$ cat src/rtl/sum_uart_tx.sv
// sum_uart_tx: sends each accepted adder sum as a UART frame of start bit,
// 8 data bits LSB first, optional even parity bit, and 1 or 2 stop bits.
module sum_uart_tx #(
    parameter int CLKS_PER_BIT = 4,
    parameter int PARITY_EN    = 1,
    parameter int STOP_BITS    = 1
) (
    input  logic       clk,
    input  logic       rst_n,
    input  logic [7:0] sum_in,
    input  logic       sum_valid,
    output logic       sum_ready,
    output logic       tx,
    output logic       busy,
    output logic       frame_done
);
    localparam int CW = (CLKS_PER_BIT > 1) ? $clog2(CLKS_PER_BIT) : 1;
    localparam logic [CW-1:0] CNT_LAST = CW'(CLKS_PER_BIT - 1);
    localparam logic [2:0] STOP_LAST = 3'(STOP_BITS - 1);

    typedef enum logic [2:0] {IDLE, START, DATA, PARITY, STOP} state_t;

    state_t        state_q, state_d;
    logic [CW-1:0] cnt_q, cnt_d;
    logic [2:0]    bit_idx_q, bit_idx_d;
    logic [7:0]    shift_q, shift_d;
    logic          par_q, par_d;
    logic          tx_q, tx_d;
    logic          done_q, done_d;
    logic          bit_end;

    assign bit_end    = cnt_q == CNT_LAST;
    assign sum_ready  = state_q == IDLE;
    assign busy       = state_q != IDLE;
    assign tx         = tx_q;
    assign frame_done = done_q;

    // tx_d always carries the level for the next bit so tx stays registered
    always_comb begin
        state_d   = state_q;
        cnt_d     = bit_end ? '0 : cnt_q + 1'b1;
        bit_idx_d = bit_idx_q;
        shift_d   = shift_q;
        par_d     = par_q;
        tx_d      = tx_q;
        done_d    = 1'b0;
        case (state_q)
            IDLE: begin
                cnt_d = '0;
                tx_d  = 1'b1;
                if (sum_valid) begin
                    state_d   = START;
                    shift_d   = sum_in;
                    par_d     = ^sum_in;
                    bit_idx_d = '0;
                    tx_d      = 1'b0;
                end
            end
            START: begin
                if (bit_end) begin
                    state_d = DATA;
                    tx_d    = shift_q[0];
                end
            end
            DATA: begin
                if (bit_end) begin
                    bit_idx_d = bit_idx_q + 1'b1;
                    shift_d   = shift_q >> 1;
                    tx_d      = shift_q[1];
                    if (bit_idx_q == 3'd7) begin
                        state_d   = (PARITY_EN != 0) ? PARITY : STOP;
                        tx_d      = (PARITY_EN != 0) ? par_q : 1'b1;
                        bit_idx_d = '0;
                    end
                end
            end
            PARITY: begin
                if (bit_end) begin
                    state_d = STOP;
                    tx_d    = 1'b1;
                end
            end
            STOP: begin
                if (bit_end) begin
                    bit_idx_d = bit_idx_q + 1'b1;
                    if (bit_idx_q == STOP_LAST) begin
                        state_d   = IDLE;
                        bit_idx_d = '0;
                        done_d    = 1'b1;
                    end
                end
            end
            default: state_d = IDLE;
        endcase
    end

    always_ff @(posedge clk or negedge rst_n) begin
        if (!rst_n) begin
            state_q   <= IDLE;
            cnt_q     <= '0;
            bit_idx_q <= '0;
            shift_q   <= '0;
            par_q     <= 1'b0;
            tx_q      <= 1'b1;
            done_q    <= 1'b0;
        end else begin
            state_q   <= state_d;
            cnt_q     <= cnt_d;
            bit_idx_q <= bit_idx_d;
            shift_q   <= shift_d;
            par_q     <= par_d;
            tx_q      <= tx_d;
            done_q    <= done_d;
        end
    end
endmodule

$ cat config.mk
export PLATFORM = sky130hd
export DESIGN_NAME = sum_uart_tx
export DESIGN_NICKNAME = d
export VERILOG_FILES = /design/src/rtl/sum_uart_tx.sv
export SDC_FILE = /design/constraint.sdc
export NUM_CORES = 1
export LEC_CHECK = 0
export CORE_ASPECT_RATIO = 1.75
export CORE_MARGIN = 2
export CORE_UTILIZATION = 36
export DETAILED_ROUTE_END_ITERATION = 10
export MAX_ROUTING_LAYER = met4
export SYNTH_ARGS = -nofsm -noshare
export SYNTH_HDL_FRONTEND = slang
export SYNTH_SLANG_ARGS = --single-unit
$ cat constraint.sdc
create_clock -name clk -period 2.16 [get_ports clk]
set_clock_uncertainty 0.15 [all_clocks]
set_input_delay 0.54 -clock clk [delete_from_list [all_inputs] [get_ports clk]]
set_output_delay 0.54 -clock clk [all_outputs]
set_load 0.05 [all_outputs]
==> out/results.txt, run 1 <==
CTS H-tree depth = 1
effective utilization at floorplan = 0.368
crit-path cells = clkdlybuf4s50_1
register area share after synthesis = 0.453
I/O pins = 15
peak supply drop = 0.725 mV
DRC = 0
Worst EP arrival = 1.36 ns
Warnings, synthesis = 0
worst r2r src = state_q[2]
most frequent cells in the layout = dfrtp_1 (17), nand2_1 (11), clkdlybuf4s50_1 (11), mux2i_1 (9), buf_4 (9)
Final Critical Period = 2.05 ns
diode count = 0
largest net degree at the start of global routing = 20
DR vias/cell = 5.27
Netlist cell types = 33
Skew-Pair Late Insertion Delay = 0.25 ns
Mapped Area = 0.00105 mm2
initial antenna violation count = 0
Global Route Usage Sum = 0.150
final setup vio count = 0
Routed WL = 2040 um
Hold Path Class = reg2reg
placed instance area = 0.00126 mm2
Seq cells post-synth = 19
Sink Count = 19
Root Buffer = clkbuf_8
fin. max-slew vios = 0
Tightest Pin Transition = 0.489 ns
CTS tree = built
drt pass-1 iters = 4
crit path kind = reg2out
Cells after Synth = 104
DRT iter0 DRCs = 9
share of layout cells above drive strength 1 = 0.154
Hold WS = 0.283 ns
# nets final = 139
footprint of the multi-input gates = 533 um2
Final Hold Fails = 0
WHS Path Cells = 1
worst-path maximum fanout = 1
GR Overflow Total = 0
Max Buffers Root-to-Sink = 2
reg2reg setup slack = 0.43 ns
gpl congestion = 0.767
Synth-to-Final Area Change = 23.9%
WP buf/inv = 1
Buffers on Ports = 14
Post-Route Setup TNS = 0 ns
slowest CP cell = clkdlybuf4s50_1
CTS clk-pin slew, worst paths = 0.07 ns
startpoint class of the critical path = flop
Reg2Reg Capture Point = shift_q[6]
critical path required time = 1.47 ns
fin area = 0.00130 mm2
routed len/inst = 13.5 um
Final Util = 0.455
die footprint = 0.00339 mm2
static leakage = 0.547 nW
hold path start = cnt_q[0]
CTS Buf Count = 3
routed vias = 796
Die H = 75.5 um
RSZ-0062 raised after global routing = no
Worst setup EP type = primary output
FP Rows = 26
hold endpoint = cnt_q[0]
core area = 0.00286 mm2
Tot Pwr = 1.85 mW
status = complete, no violations
family with the most delay on the worst path = buffers and inverters
vias in the first global route = 816
most common cell after layout, fill and taps aside = dfrtp_1
Reg2Reg Depth = 4
Final ANT Viol Nets = 0
pwr dens = 1420 mW/mm2
detailed placer's ending HPWL = 1620 um
Relative slew margins = 0.673
Post-Syn Nets = 119
Critical Path Max Stage Delay = 0.79 ns
max frequency = 0.487 GHz
FF/Latch Area = 478 um2
Die X = 44.9 um
Avg Cell Area, Syn = 10.1 um2
first-pass GRT wire length = 3500 um
Filler Cell Count = 287
max capacitance violation total = 0
fin crit share = 0.951
-- logic make-up after synthesis --
group | Yosys count | synth area share
AND/OR/NAND/NOR | 30 | 0.139
buffers and inverters | 10 | 0.0464
XOR/XNOR | 9 | 0.0821
flip-flops | 19 | 0.453
multiplexers | 10 | 0.0963
AO/OA/AOI/OAI | 22 | 0.136
adder cells (fa/ha/maj) | 4 | 0.0476
-- synth_stat cells --
| master | instances | area share |
|---|---|---|
| o221ai_1 | 1 | 0.0083 |
| o2bb2ai_1 | 2 | 0.017 |
| nor4_1 | 1 | 0.0059 |
| a2bb2oi_1 | 2 | 0.017 |
| o21ai_0 | 3 | 0.014 |
| dfstp_2 | 1 | 0.025 |
| a211oi_1 | 1 | 0.0071 |
| mux2i_1 | 9 | 0.086 |
| buf_6 | 1 | 0.011 |
| ha_1 | 4 | 0.048 |
| mux2_2 | 1 | 0.011 |
| xnor2_1 | 7 | 0.058 |
| nor2_1 | 7 | 0.025 |
| a21oi_1 | 2 | 0.0095 |
| clkbuf_1 | 2 | 0.0071 |
| o211ai_1 | 1 | 0.0071 |
| inv_1 | 4 | 0.014 |
| xor2_2 | 1 | 0.015 |
| dfrtp_1 | 18 | 0.43 |
| nor3_1 | 1 | 0.0048 |
| buf_2 | 3 | 0.014 |
| or4_1 | 1 | 0.0071 |
| nor2b_1 | 3 | 0.018 |
| o21ai_1 | 7 | 0.033 |
| a22oi_1 | 1 | 0.0071 |
| a31oi_1 | 1 | 0.0059 |
| nor3_2 | 1 | 0.0095 |
| nand2_1 | 11 | 0.039 |
| nor2_2 | 1 | 0.0059 |
| a32o_1 | 1 | 0.0095 |
| nand2b_1 | 2 | 0.012 |
| or3_1 | 2 | 0.012 |
| xor2_1 | 1 | 0.0083 |
-- worst max path at each step --
stage / start / end / cells past startpoint
final: frame_done / frame_done / 1
after global routing: state_q[1] / sum_ready / 3
after CTS: state_q[1] / sum_ready / 3
after detailed placement: sum_valid / shift_q[3] / 6
after global placement: sum_valid / shift_q[1] / 6
after floorplan: state_q[1] / busy / 3
-- layout make-up --
class / instances / share of cell area
clock buffer: 4 / 0.0345
inverter: 4 / 0.0115
multi-input combinational: 75 / 0.409
sequential: 19 / 0.367
tap: 28 / 0.0269
timing repair buffer: 21 / 0.152
-- per-stage QoR --
stage	worst slack, ns	std cells
after floorplan	-0.0428	104
after CTS	0.00661	151
after detailed placement	0.104	147
after global placement	0.103	147
after global routing	0.0426	151
final	0.105	151
-- where the power goes --
group          internal, mW  leakage [nW]  switching (mW)
logic                 0.425         0.289           0.517
clock network         0.131        0.0228           0.112
registers             0.523         0.236           0.144
total                  1.08         0.547           0.773
-- what timing repair did --
item	CTS	global route
endpoints found under the setup margin	0	2
hold buffers	0	0
setup buffers	0	0
gates resized for setup	0	1
-- flip-flops by register name (all words and copies together) (netlist names) --
name	count
bit_idx_q	3
cnt_q	2
frame_done	1
par_q	1
shift_q	8
state_q	3
tx	1
-- routing by layer --
metal / routed length [um] / vias to the layer above / track usage
li1: - / 401 / -
met1: 836 / 377 / 0.149
met2: 1090 / 14 / 0.259
met3: 64 / 4 / 0.0261
met4: 44 / 0 / 0.0980
met5: 0 / - / -
Power figures use the tool's default switching activity.
==> run 2, diff against run 1 <==
--- a/config.mk
+++ b/config.mk
@@ -5,11 +5,11 @@
 export SDC_FILE = /design/constraint.sdc
 export NUM_CORES = 1
 export LEC_CHECK = 0
-export CORE_ASPECT_RATIO = 1.75
 export CORE_MARGIN = 2
-export CORE_UTILIZATION = 36
+export CORE_UTILIZATION = 52
 export DETAILED_ROUTE_END_ITERATION = 10
 export MAX_ROUTING_LAYER = met4
+export PLACE_DENSITY = 0.77
 export SYNTH_ARGS = -nofsm -noshare
 export SYNTH_HDL_FRONTEND = slang
 export SYNTH_SLANG_ARGS = --single-unit
==> run 2 against run 1 <==
Compared with the run above: wire length is 0.15% lower; critical path type unchanged; count of clock-buffer cells in the layout is 1 lower; critical endpoint is now sum_ready; first-iteration DRC count is 67% lower; maximum frequency is 0.97% lower; clock power is 21% lower; non-clock buffer count stayed put; largest cell class unchanged; critical path depth is 2 higher.
==> out/results.txt, run 2 (same netlist as run 1, synthesis figures left out) <==
Hold Path Class = reg2reg
Filler Cell Count = 168 (-41%)
Sink Count = 19 (unchanged)
Max Buffers Root-to-Sink = 2 (unchanged)
Relative slew margins = 0.667 (-0.00663)
first-pass GRT wire length = 3570 um (+2.0%)
gpl congestion = 0.869 (+13%)
DRT iter0 DRCs = 3 (-6)
FF/Latch Area = 479 um2 (+0.26%)
worst-path maximum fanout = 12 (+11)
CTS H-tree depth = 1 (unchanged)
CTS tree = built
I/O pins = 15 (unchanged)
drt pass-1 iters = 4 (unchanged)
Buffers on Ports = 14 (unchanged)
Skew-Pair Late Insertion Delay = 0.31 ns (+0.06 ns)
footprint of the multi-input gates = 533 um2 (unchanged)
diode count = 0 (unchanged)
pwr dens = 1390 mW/mm2 (-2.1%)
reg2reg setup slack = 0.38 ns (-0.05 ns)
WHS Path Cells = 1 (unchanged)
core area = 0.00194 mm2 (-32%)
FP Rows = 16 (-38%)
CTS clk-pin slew, worst paths = 0.12 ns (+0.05 ns)
status = complete, no violations
pre-CTS WS = 0.0569 ns (-0.0467 ns)
Root Buffer = clkbuf_4
Final Critical Period = 2.07 ns (+0.0200 ns)
Final ANT Viol Nets = 0 (unchanged)
DRC = 0 (unchanged)
fin. max-slew vios = 0 (unchanged)
max frequency = 0.482 GHz (-0.97%)
most common cell after layout, fill and taps aside = dfrtp_1
post-route setup slack = 0.0851 ns (-0.0200 ns)
# nets final = 139 (unchanged)
initial antenna violation count = 0 (unchanged)
Global Route Usage Sum = 0.205 (+0.0555)
Tightest Pin Transition = 0.499 ns (+0.0107 ns)
RSZ-0062 raised after global routing = no
fin cells = 150 (-0.66%)
Worst setup EP type = primary output
final setup vio count = 0 (unchanged)
share of layout cells above drive strength 1 = 0.171 (+0.0163)
Reg2Reg Depth = 4 (unchanged)
startpoint class of the critical path = flop
Biggest register = shift_q
Die H = 49.0 um (-35%)
routed vias = 805 (+1.1%)
DR vias/cell = 5.37 (+1.8%)
largest net degree at the start of global routing = 13 (-35%)
hold path start = cnt_q[0]
Die X = 49.0 um (+9.2%)
max FFs per register = 8 (unchanged)
routed len/inst = 13.6 um (+0.52%)
placed cells = 146 (-0.68%)
CTS Buf Count = 3 (unchanged)
Worst EP arrival = 1.38 ns (+0.02 ns)
Final Hold Fails = 0 (unchanged)
peak supply drop = 0.822 mV (+13%)
hold endpoint = cnt_q[0]
CTS hold repair buffers = 0 (unchanged)
postcts setup bufs = 0 (unchanged)
Largest regs = shift_q (8), bit_idx_q (3), state_q (3)
static leakage = 0.559 nW (+2.2%)
most frequent cells in the layout = dfrtp_1 (16), nand2_1 (11), clkdlybuf4s50_1 (10), mux2i_1 (9), buf_4 (9)
crit path kind = reg2out
GR Overflow Total = 0 (unchanged)
detailed placer's ending HPWL = 1580 um (-2.8%)
Reg2Reg Capture Point = shift_q[0]
Routed WL = 2030 um (-0.15%)
Synth-to-Final Area Change = 22.5%
fin crit share = 0.961 (+0.00927)
vias in the first global route = 776 (-4.9%)
die footprint = 0.00240 mm2 (-29%)
effective utilization at floorplan = 0.542 (+0.174)
max capacitance violation total = 0 (unchanged)
worst r2r src = state_q[2]
critical path required time = 1.47 ns (about the same)
-- run 2: cell count changes in the layout (fill, tap and decap cells not counted), sizes merged --
cell           delta
clkbuf            -1
clkdlybuf4s50     -1
dlymetal6s2s      +1
clkinv            +1
-- run 2: routing by layer --
metal / routed length [um] / track usage / vias to the layer above / share of wire
met5: 0 / - / - / 0
met4: 48 / 0.100 / 0 / 0.024
met3: 68 / 0.0399 / 5 / 0.033
met2: 1010 / 0.333 / 16 / 0.50
met1: 903 / 0.244 / 384 / 0.44
li1: - / - / 400 / -
-- run 2: cell type report --
class,count,share of cell area
Multi-Input combinational cell,75,0.414
Clock buffer,3,0.0175
Sequential cell,19,0.372
Tap cell,27,0.0262
Inverter,4,0.0117
Timing Repair Buffer,21,0.155
Clock inverter,1,0.00388
-- run 2: how the worst max path moves through the flow --
stage	startpoint	to	slack (ns)	depth (start not counted)
after CTS	frame_done	frame_done	0.03	1
after global placement	sum_valid	bit_idx_q[0]	0.08	5
after global routing	state_q[1]	sum_ready	0.02	3
final	state_q[1]	sum_ready	0.09	3
after floorplan	state_q[1]	busy	-0.04	3
after detailed placement	sum_valid	bit_idx_q[0]	0.06	5
-- run 2: where the power goes --
group | internal [mW] | switching (mW)
combinational | 0.424 | 0.495
sequential | 0.522 | 0.160
clock | 0.0694 | 0.122
-- run 2: metrics by stage --
| stage | total power, mW | setup TNS (ns) | hold slack [ns] | area (um2) | utilization |
|---|---|---|---|---|---|
| 2_1_floorplan | 1.33 | -0.0428 | 0.0944 | 1060 | - |
| 3_3_place_gp | 1.57 | 0 | 0.275 | 1260 | 0.647 |
| 3_5_place_dp | 1.61 | 0 | 0.286 | 1260 | 0.647 |
| 4_1_cts | 1.80 | 0 | 0.301 | 1280 | 0.662 |
| 5_1_grt | 1.92 | 0 | 0.324 | 1290 | 0.664 |
| 6_report | 1.79 | 0 | 0.296 | 1290 | 0.664 |
-- run 2: what timing repair did --
action | 4_1_cts | 5_1_grt
gates resized for setup | 1 | 2
endpoints found under the setup margin | 1 | 2
pin swaps | 0 | 0
-- run 2: critical path: stages (launching register included) --
cell and delay [ns]:
dfrtp_2 0.54, nor3_4 0.21, buf_4 0.18, buf_12 0.14
==> RTL change: new RTL, settings of run 1 <==
The 5 states of `state_t` get a one-hot encoding in 5 bits.
--- a/src/rtl/sum_uart_tx.sv
+++ b/src/rtl/sum_uart_tx.sv
@@ -18,7 +18,7 @@
     localparam logic [CW-1:0] CNT_LAST = CW'(CLKS_PER_BIT - 1);
     localparam logic [2:0] STOP_LAST = 3'(STOP_BITS - 1);
 
-    typedef enum logic [2:0] {IDLE, START, DATA, PARITY, STOP} state_t;
+    typedef enum logic [4:0] {IDLE = 5'b00001, START = 5'b00010, DATA = 5'b00100, PARITY = 5'b01000, STOP = 5'b10000} state_t;
 
     state_t        state_q, state_d;
     logic [CW-1:0] cnt_q, cnt_d;
Formal check against the unedited RTL: no difference found for any inputs over 10 cycles, from zero or initial values and one cycle with rst_n low; not proved beyond that.
==> RTL change against run 1 <==
The run now ends with setup timing left; worst setup slack worse by 0.19 ns; routed wire length is 50% higher; final area increased by 26%; sequential cell count is 2 higher; total power increased by 32%; clock power is 9.9% higher; critical path depth increased by 3; area after synthesis up 22%; critical endpoint is now sum_ready; highest routed layer unchanged.
==> RTL change: results (changes against run 1) <==
* Final setup viols at 2 (+2)
* Dpl cells at 196 (+33%)
* Worst r2r src: state_q[0]
* First-pass GRT wire length at 5230 um (+50%)
* Syn Nets at 146 (+23%)
* R2R cell count at 5 (+1)
* Fin nets at 174 (+25%)
* FF-to-FF setup slack at 0.04 ns (-0.39 ns)
* Synth cell count leaders: 19 x dfrtp_1, 8 x xnor2_1
* Final-layout clock-cell area share at 0.02746 (-0.007089)
* Final HPWL DP at 2355 um (+45%)
* Non-clock buffer share at 0.1663 (+0.01465)
* Clk sink count at 21 (+2)
* Pin count of the biggest net entering global routing at 22 (+10%)
* Sequential element share of the synthesized area at 0.4105 (-0.04253)
* Synth top area cells: dfrtp_1 37%, xnor2_1 5.4%, o22a_1 4.8%
* Util after Layout at 0.4827 (+0.02727)
* Outcome: finished, violations left
* Failing checks: setup timing
* Final setup margin at -0.08839 ns (-0.1935 ns)
* Drt initial violations at 33 (+24)
* Pre-CTS WS at 0.001766 ns (-0.1018 ns)
* Seq/total area at 0.3219 (-0.04471)
* WL met2 at 1632 um (+50%)
* Setup_tns at -0.1666 ns (-0.1666 ns)
* LEAKAGE at 0.6762 nW (+24%)
* Synth Area in Compound Gates at 0.2121 (+0.07651)
* Post-synthesis adder-cell area fraction at 0.03891 (-0.008652)
* Syn Area/Cell at 9.819 um2 (-3.0%)
* #MultiIn Comb at 96 (+28%)
* Vias in the first global route at 1169 (+43%)
* CP max-delay cell: dfstp_2
* DRT Wirelength at 3048 um (+50%)
* Inverters, non-clock at 7 (+3)
* Final Non-Filler Cells at 203 (+34%)
* Post-synthesis xor/xnor area fraction at 0.06809 (-0.01395)
* Multi-input logic area at 711.9 um2 (+34%)
* Critical Path Fanout Max at 3 (+2)
* FILL cells at 348 (+21%)
* GRT Total Usage at 0.1684 (+0.01892)
* Reg2Reg Capture Point: state_q[2]
* DR WL met3 at 127 um (+98%)
* Signal buffers at 30 (+43%)
* Placed Area at 1551 um2 (+23%)
==> RTL change: changes by cell type in the layout (fill, tap and decap cells not counted), sizes merged, moves of 3 or more <==
cell | run 1 | this run
buf | 10 | 19
inv | 4 | 7
mux2i | 9 | 2
nand2 | 11 | 8
nand3 | 0 | 6
nor2 | 8 | 4
nor3 | 2 | 6
o21a | 0 | 7
o22a | 0 | 7
==> RTL change: report_power, final <==
| group | switching, mW | internal, mW | total, mW |
|---|---|---|---|
| clock | 0.135 | 0.132 | 0.266 |
| combinational | 0.778 | 0.744 | 1.52 |
| sequential | 0.0977 | 0.564 | 0.662 |
| total | 1.01 | 1.44 | 2.45 |
==> RTL change: timing repair <==
action,in CTS,in global routing
pin swaps,1,1
gates resized for setup,4,2
hold buffers,0,0
cloned,0,0
setup buffers,3,0
endpoints found under the setup margin,2,3
==> RTL change: routing by layer <==
layer,up-vias,global-route usage
met5,-,-
li1,532,-
met3,13,0.02698
met2,35,0.3022
met1,543,0.1599
met4,0,0.1091
==> RTL change: worst max-delay path by stage <==
stage	slack, ns	cells past startpoint	to	start
2_1_floorplan	-0.24	4	busy	state_q[0]
6_report	-0.09	4	sum_ready	state_q[0]
5_1_grt	-0.13	4	sum_ready	state_q[0]
4_1_cts	-0.12	4	sum_ready	state_q[0]
3_3_place_gp	0.01	5	shift_q[2]	sum_valid
3_5_place_dp	0.002	5	shift_q[2]	sum_valid
==> RTL change: kinds of logic (layout without fill, tap and decap cells) <==
logic type	Yosys count	in the layout
AO/OA/AOI/OAI	38	38
XOR/XNOR	10	10
adder cells (fa/ha/maj)	4	4
buffers and inverters	14	41
flip-flops	21	21
multiplexers	3	3
AND/OR/NAND/NOR	41	41
